--- src/rtl/keypad_alarm_ctrl.sv ---
// Matrix keypad scanner with debounce, passcode entry, arm/disarm toggle,
// wrong-code lockout, partial-entry timeout and sticky breach alert.
module keypad_alarm_ctrl #(
  parameter int ROWS         = 4,
  parameter int COLS         = 4,
  parameter int CODE_LEN     = 4,
  parameter int DEBOUNCE_CYC = 4,
  parameter int MAX_FAILS    = 3,
  parameter int LOCKOUT_CYC  = 64,
  parameter int TIMEOUT_CYC  = 256,
  localparam int KW = $clog2(ROWS*COLS),
  localparam int FW = $clog2(MAX_FAILS+1)
) (
  input  logic                   clk,
  input  logic                   rst,
  input  logic [ROWS-1:0]        row,
  input  logic [CODE_LEN*KW-1:0] code,
  input  logic                   breach,
  output logic [COLS-1:0]        col,
  output logic                   key_valid,
  output logic [KW-1:0]          key_code,
  output logic                   armed,
  output logic                   alert,
  output logic                   locked,
  output logic [FW-1:0]          fail_cnt
);
  localparam int CW  = $clog2(COLS);
  localparam int DBW = $clog2(DEBOUNCE_CYC+1);
  localparam int PW  = (CODE_LEN > 1) ? $clog2(CODE_LEN) : 1;
  localparam int LW  = $clog2(LOCKOUT_CYC+1);
  localparam int TW  = $clog2(TIMEOUT_CYC+1);

  typedef enum logic [1:0] {SCAN, PRESS_DB, HELD, REL_DB} scan_state_t;

  scan_state_t     state_reg, state_next;
  logic [CW-1:0]   col_idx_reg, col_idx_next, col_adv;
  logic [ROWS-1:0] latch_reg, latch_next;
  logic [DBW-1:0]  db_cnt_reg, db_cnt_next;
  logic [KW-1:0]   key_code_reg, cur_key;
  int              row_sel;

  logic [PW-1:0]   pos_reg, pos_next;
  logic            mism_reg, mism_next;
  logic            armed_reg, armed_next;
  logic            alert_reg, alert_next;
  logic            locked_reg, locked_next;
  logic [FW-1:0]   fail_reg, fail_next;
  logic [LW-1:0]   lock_cnt_reg, lock_cnt_next;
  logic [TW-1:0]   tout_reg, tout_next;
  logic            accept, digit_bad, last_digit;

  for (genvar gi = 0; gi < COLS; gi++) begin : g_col
    assign col[gi] = (col_idx_reg == CW'(gi));
  end

  assign col_adv = (col_idx_reg == CW'(COLS-1)) ? '0 : col_idx_reg + 1'b1;

  // Lowest pressed row wins when several rows are active in the frozen column.
  always_comb begin
    row_sel = 0;
    for (int i = ROWS-1; i >= 0; i--)
      if (latch_reg[i]) row_sel = i;
    cur_key = KW'(row_sel * COLS + int'(col_idx_reg));
  end

  always_comb begin
    state_next   = state_reg;
    col_idx_next = col_idx_reg;
    latch_next   = latch_reg;
    db_cnt_next  = db_cnt_reg;
    key_valid    = 1'b0;
    unique case (state_reg)
      SCAN: begin
        if (row != '0) begin
          latch_next  = row;
          db_cnt_next = DBW'(1);
          state_next  = PRESS_DB;
        end else begin
          col_idx_next = col_adv;
        end
      end
      PRESS_DB: begin
        if (db_cnt_reg == DBW'(DEBOUNCE_CYC)) begin
          key_valid  = 1'b1;
          state_next = HELD;
        end else if (row == '0) begin
          state_next   = SCAN;
          col_idx_next = col_adv;
        end else if (row == latch_reg) begin
          db_cnt_next = db_cnt_reg + 1'b1;
        end else begin
          latch_next  = row;
          db_cnt_next = DBW'(1);
        end
      end
      HELD: begin
        if (row == '0) begin
          db_cnt_next = DBW'(1);
          state_next  = REL_DB;
        end
      end
      REL_DB: begin
        // The zero seen in HELD is the first of the required quiet samples.
        if (row != '0) begin
          state_next = HELD;
        end else if (db_cnt_reg >= DBW'(DEBOUNCE_CYC-1)) begin
          state_next   = SCAN;
          col_idx_next = col_adv;
        end else begin
          db_cnt_next = db_cnt_reg + 1'b1;
        end
      end
      default: state_next = SCAN;
    endcase
  end

  assign key_code = key_valid ? cur_key : key_code_reg;

  assign accept     = key_valid && !locked_reg;
  assign digit_bad  = (cur_key != code[int'(pos_reg)*KW +: KW]);
  assign last_digit = (pos_reg == PW'(CODE_LEN-1));

  always_comb begin
    pos_next      = pos_reg;
    mism_next     = mism_reg;
    armed_next    = armed_reg;
    alert_next    = alert_reg;
    locked_next   = locked_reg;
    fail_next     = fail_reg;
    lock_cnt_next = lock_cnt_reg;
    tout_next     = tout_reg;

    if (breach && armed_reg) alert_next = 1'b1;

    if (locked_reg) begin
      if (lock_cnt_reg <= LW'(1)) begin
        locked_next   = 1'b0;
        lock_cnt_next = '0;
      end else begin
        lock_cnt_next = lock_cnt_reg - 1'b1;
      end
    end

    // A key arriving on the expiry cycle counts as a digit, so it is checked first.
    if (key_valid) begin
      tout_next = '0;
      if (accept) begin
        if (last_digit) begin
          pos_next  = '0;
          mism_next = 1'b0;
          if (!(mism_reg || digit_bad)) begin
            armed_next = !armed_reg;
            fail_next  = '0;
            alert_next = 1'b0;
          end else if (fail_reg == FW'(MAX_FAILS-1)) begin
            locked_next   = 1'b1;
            lock_cnt_next = LW'(LOCKOUT_CYC);
            fail_next     = '0;
            if (armed_reg) alert_next = 1'b1;
          end else begin
            fail_next = fail_reg + 1'b1;
          end
        end else begin
          pos_next  = pos_reg + 1'b1;
          mism_next = mism_reg || digit_bad;
        end
      end
    end else if (pos_reg != '0) begin
      if (tout_reg == TW'(TIMEOUT_CYC-1)) begin
        pos_next  = '0;
        mism_next = 1'b0;
        tout_next = '0;
      end else begin
        tout_next = tout_reg + 1'b1;
      end
    end
  end

  always_ff @(posedge clk or posedge rst) begin
    if (rst) begin
      state_reg    <= SCAN;
      col_idx_reg  <= '0;
      latch_reg    <= '0;
      db_cnt_reg   <= '0;
      key_code_reg <= '0;
      pos_reg      <= '0;
      mism_reg     <= 1'b0;
      armed_reg    <= 1'b0;
      alert_reg    <= 1'b0;
      locked_reg   <= 1'b0;
      fail_reg     <= '0;
      lock_cnt_reg <= '0;
      tout_reg     <= '0;
    end else begin
      state_reg    <= state_next;
      col_idx_reg  <= col_idx_next;
      latch_reg    <= latch_next;
      db_cnt_reg   <= db_cnt_next;
      if (key_valid) key_code_reg <= cur_key;
      pos_reg      <= pos_next;
      mism_reg     <= mism_next;
      armed_reg    <= armed_next;
      alert_reg    <= alert_next;
      locked_reg   <= locked_next;
      fail_reg     <= fail_next;
      lock_cnt_reg <= lock_cnt_next;
      tout_reg     <= tout_next;
    end
  end

  assign armed    = armed_reg;
  assign alert    = alert_reg;
  assign locked   = locked_reg;
  assign fail_cnt = fail_reg;

endmodule
--- config.mk ---
export PLATFORM = sky130hd
export DESIGN_NAME = keypad_alarm_ctrl
export DESIGN_NICKNAME = d
export VERILOG_FILES = /design/src/rtl/keypad_alarm_ctrl.sv
export SDC_FILE = /design/constraint.sdc
export NUM_CORES = 1
export LEC_CHECK = 0
export ABC_CLOCK_PERIOD_IN_PS = 2610
export CAP_MARGIN = 25
export CORE_MARGIN = 8
export CORE_UTILIZATION = 53
export DETAILED_ROUTE_END_ITERATION = 7
export GPL_TIMING_DRIVEN = 0
export PLACE_DENSITY = 0.79
export SLEW_MARGIN = 20
export SYNTH_ARGS = -nofsm -noshare
export SYNTH_HDL_FRONTEND = slang
export SYNTH_SLANG_ARGS = --single-unit
export TNS_END_PERCENT = 30
--- constraint.sdc ---
create_clock -name clk -period 2.61 [get_ports clk]
set_input_delay 0.261 -clock clk [delete_from_list [all_inputs] [get_ports clk]]
set_output_delay 0.261 -clock clk [all_outputs]
set_load 0.005 [all_outputs]
==> flow_summary.ini <==
[run_status]
outcome = complete, no violations

[worst_setup_path]
slowest_stage = dfrtp_1
timing.critical_path.buf_inv = 3
worst-path-max-fanout = 9
rr_worst_depth = 9
r2r_end = armed
reg2reg_slack_ns = 0.20
r2r_start = db_cnt_reg[0]
critPathLaunchType = flop
crit_family = simple AND/OR/NAND/NOR gates
cp.arrival_ns = 2.63
max_stage_delay_ns = 0.43
required_ns = 2.83
crit_type = flop to flop
endpoint_kind = flop
crit_chain = inv_1, ha_1, nand4b_4, buf_4, or3b_1, buf_2, a211o_1, nor4_2, xor2_1

[synth]
yosysMostFrequentCell = dfrtp_1
ys.flop_type = dfrtp_1
synth_seq_area_share_pct = 43.2
synth_cell_type_count = 46
yosysTopAreaCellShare_pct = 43.2
synth_edf_count = 0
yosys-top-cells-area = dfrtp_1 43%, ha_1 6.7%, xor2_1 4.7%
syn-cell-area_um2 = 2260
syn_nets = 252
synth_top_area_cell = dfrtp_1
syn_area_per_cell_um2 = 10.4
synth_commonest_cells = 39 x dfrtp_1, 23 x nand2_1, 15 x nor2_1
yosysWarningCount = 0
synthCells = 217
synth-seq-cells = 39
async_flop_share_pct = 100

[sta]
setup_tns_ns = 0
drv_slew = 0
post-route-period-util_pct = 92.4
report.final.hold_viol_count = 0
period_needed_ns = 2.41
tightestPinTransition_ns = 0.514
rsz0062_at_grt = no
slew-limit-headroom_pct = 65.3
setup_viol = 0
clock.fmax_mhz = 415
skew_ns = 0.00311

[die]
io_pins = 37
die_h_um = 81.3
dieWidth_um = 81.3
rows = 23
dieArea_um2 = 6600
fp.coreArea_um2 = 4060
initial_core_util_pct = 55.6

[routing]
vias_per_cell = 5.37
drt_iter0_markers = 72
routed_wl_mm = 4.36
dr_total_vias = 1685
first_pass_iters = 4
final_antenna_net_count = 0
wl_per_cell_um = 13.9
post-route-drc-count = 0

[clock_network]
root_buffer = clkbuf_8
clk_path_buf_depth = 2
clkTransAtPathRegs_ns = 0.07
cts.sinks = 39
numCtsBuffers = 5
h-tree-depth = 2
cts_tree = done
holdBufCountCts = 0
clkLatencyLatePin_ns = 0.29

[layout]
drive_gt1_share_pct = 12.9
fin_util_pct = 69.2
largest_reg_flops = 9
nNetsFinal = 298
synthToLayoutAreaGrowth_pct = 24.4
n_antenna_cell = 0

[grt]
grt_pass1_vias = 1775
antenna_found_initial = 0
grt_pass1_wl_mm = 7.61
grt_overflow = 0
grt_start_max_net_pins = 33
track_usage_pct = 14.6

[placed_design]
dp_hpwl_mm = 3.42
place.port_buffers = 36
place_congestion = 0.788

[power_and_ir_drop]
leakage_nw = 1.28
ir_drop_mv = 0.239
p_per_area_nw_per_um2 = 391

[worst_hold_path]
hold_path_class = primary input to async pin

[job]
max_cap_viol_count = 0
-- cell type report --
cell class / count / area [um2]
inverters: 14 / 52.6
fillers: 324 / 1250
clock inverters: 1 / 5.00
plain buffers: 6 / 40.0
well taps: 50 / 62.6
repair buffers: 40 / 403
flip-flops and latches: 39 / 976
clock buffers: 7 / 76.3
multi-input cells: 157 / 1190
-- routing by layer --
| layer | GRT usage, % | vias up | wire (um) |
|---|---|---|---|
| li1 | - | 856 | - |
| met1 | 16.5 | 789 | 1950 |
| met2 | 24.9 | 31 | 2160 |
| met3 | 3.53 | 9 | 155 |
| met4 | 7.50 | 0 | 95 |
| met5 | 0 | - | 0 |
-- worst max-delay path by stage --
stage	to	from	slack, ns	depth (start not counted)
6_report	armed	db_cnt_reg[0]	0.20	9
5_1_grt	alert	db_cnt_reg[0]	0.03	9
4_1_cts	key_code[3]	db_cnt_reg[0]	0.04	5
3_5_place_dp	key_code[3]	db_cnt_reg[0]	0.13	6
3_3_place_gp	key_code[3]	db_cnt_reg[0]	0.17	6
2_1_floorplan	mism_reg	pos_reg[0]	0.47	6
-- worst register-to-register path, cell delays in order (launching register included) --
cell	delay [ns]
dfrtp_1	0.43
inv_1	0.07
ha_1	0.22
nand4b_4	0.18
buf_4	0.22
or3b_1	0.37
buf_2	0.17
a211o_1	0.28
nor4_2	0.24
xor2_1	0.17
-- repair_timing --
item,CTS,global route
buffers inserted,0,3
setup endpoints to repair,2,2
gates resized for setup,1,0
-- cell usage in the layout (no fill, tap or decap), drive strengths merged, types with 5 or more instances in the layout --
cell type	synthesis	layout
dfrtp	39	39
clkdlybuf4s50	0	36
nand2	23	23
nor2	15	15
inv	14	14
a21oi	13	13
xor2	12	12
ha	12	12
o21ai	10	10
mux2	9	9
clkbuf	3	9
buf	4	8
nand2b	5	5
mux2i	5	5
a22o	5	5
-- cell families (layout without fill, tap and decap cells) --
| logic type | count (synthesis) | after routing | synth area share (%) |
|---|---|---|---|
| buffers and inverters | 21 | 68 | 4.27 |
| DFF | 39 | 39 | 43.2 |
| muxes | 17 | 17 | 10.0 |
| xor gates and xnor gates | 16 | 16 | 6.21 |
| adders and majority gates | 12 | 12 | 6.65 |
| AOI/OAI and AO/OA | 43 | 43 | 12.7 |
| and+or+nand+nor | 69 | 69 | 16.9 |
-- through the flow --
step	area, um2	std cells	setup WS (ns)	power, mW	hold WS [ns]
floorplan	2260	217	0.469	0.668	0.413
global placement	2680	303	0.173	0.713	0.456
detailed placement	2700	304	0.126	0.720	0.464
CTS	2790	311	0.0432	1.11	0.191
global route	2810	314	0.0345	1.14	0.210
finish	2810	314	0.199	1.10	0.185
-- report_power, final --
group | switching, mW | internal, mW | leakage [nW] | total [mW]
clock network | 0.204 | 0.187 | 0.0422 | 0.392
registers | 0.00607 | 0.609 | 0.505 | 0.615
logic | 0.0372 | 0.0544 | 0.734 | 0.0915
total | 0.247 | 0.851 | 1.28 | 1.10
Note: power is estimated with default switching activity, not from simulation.
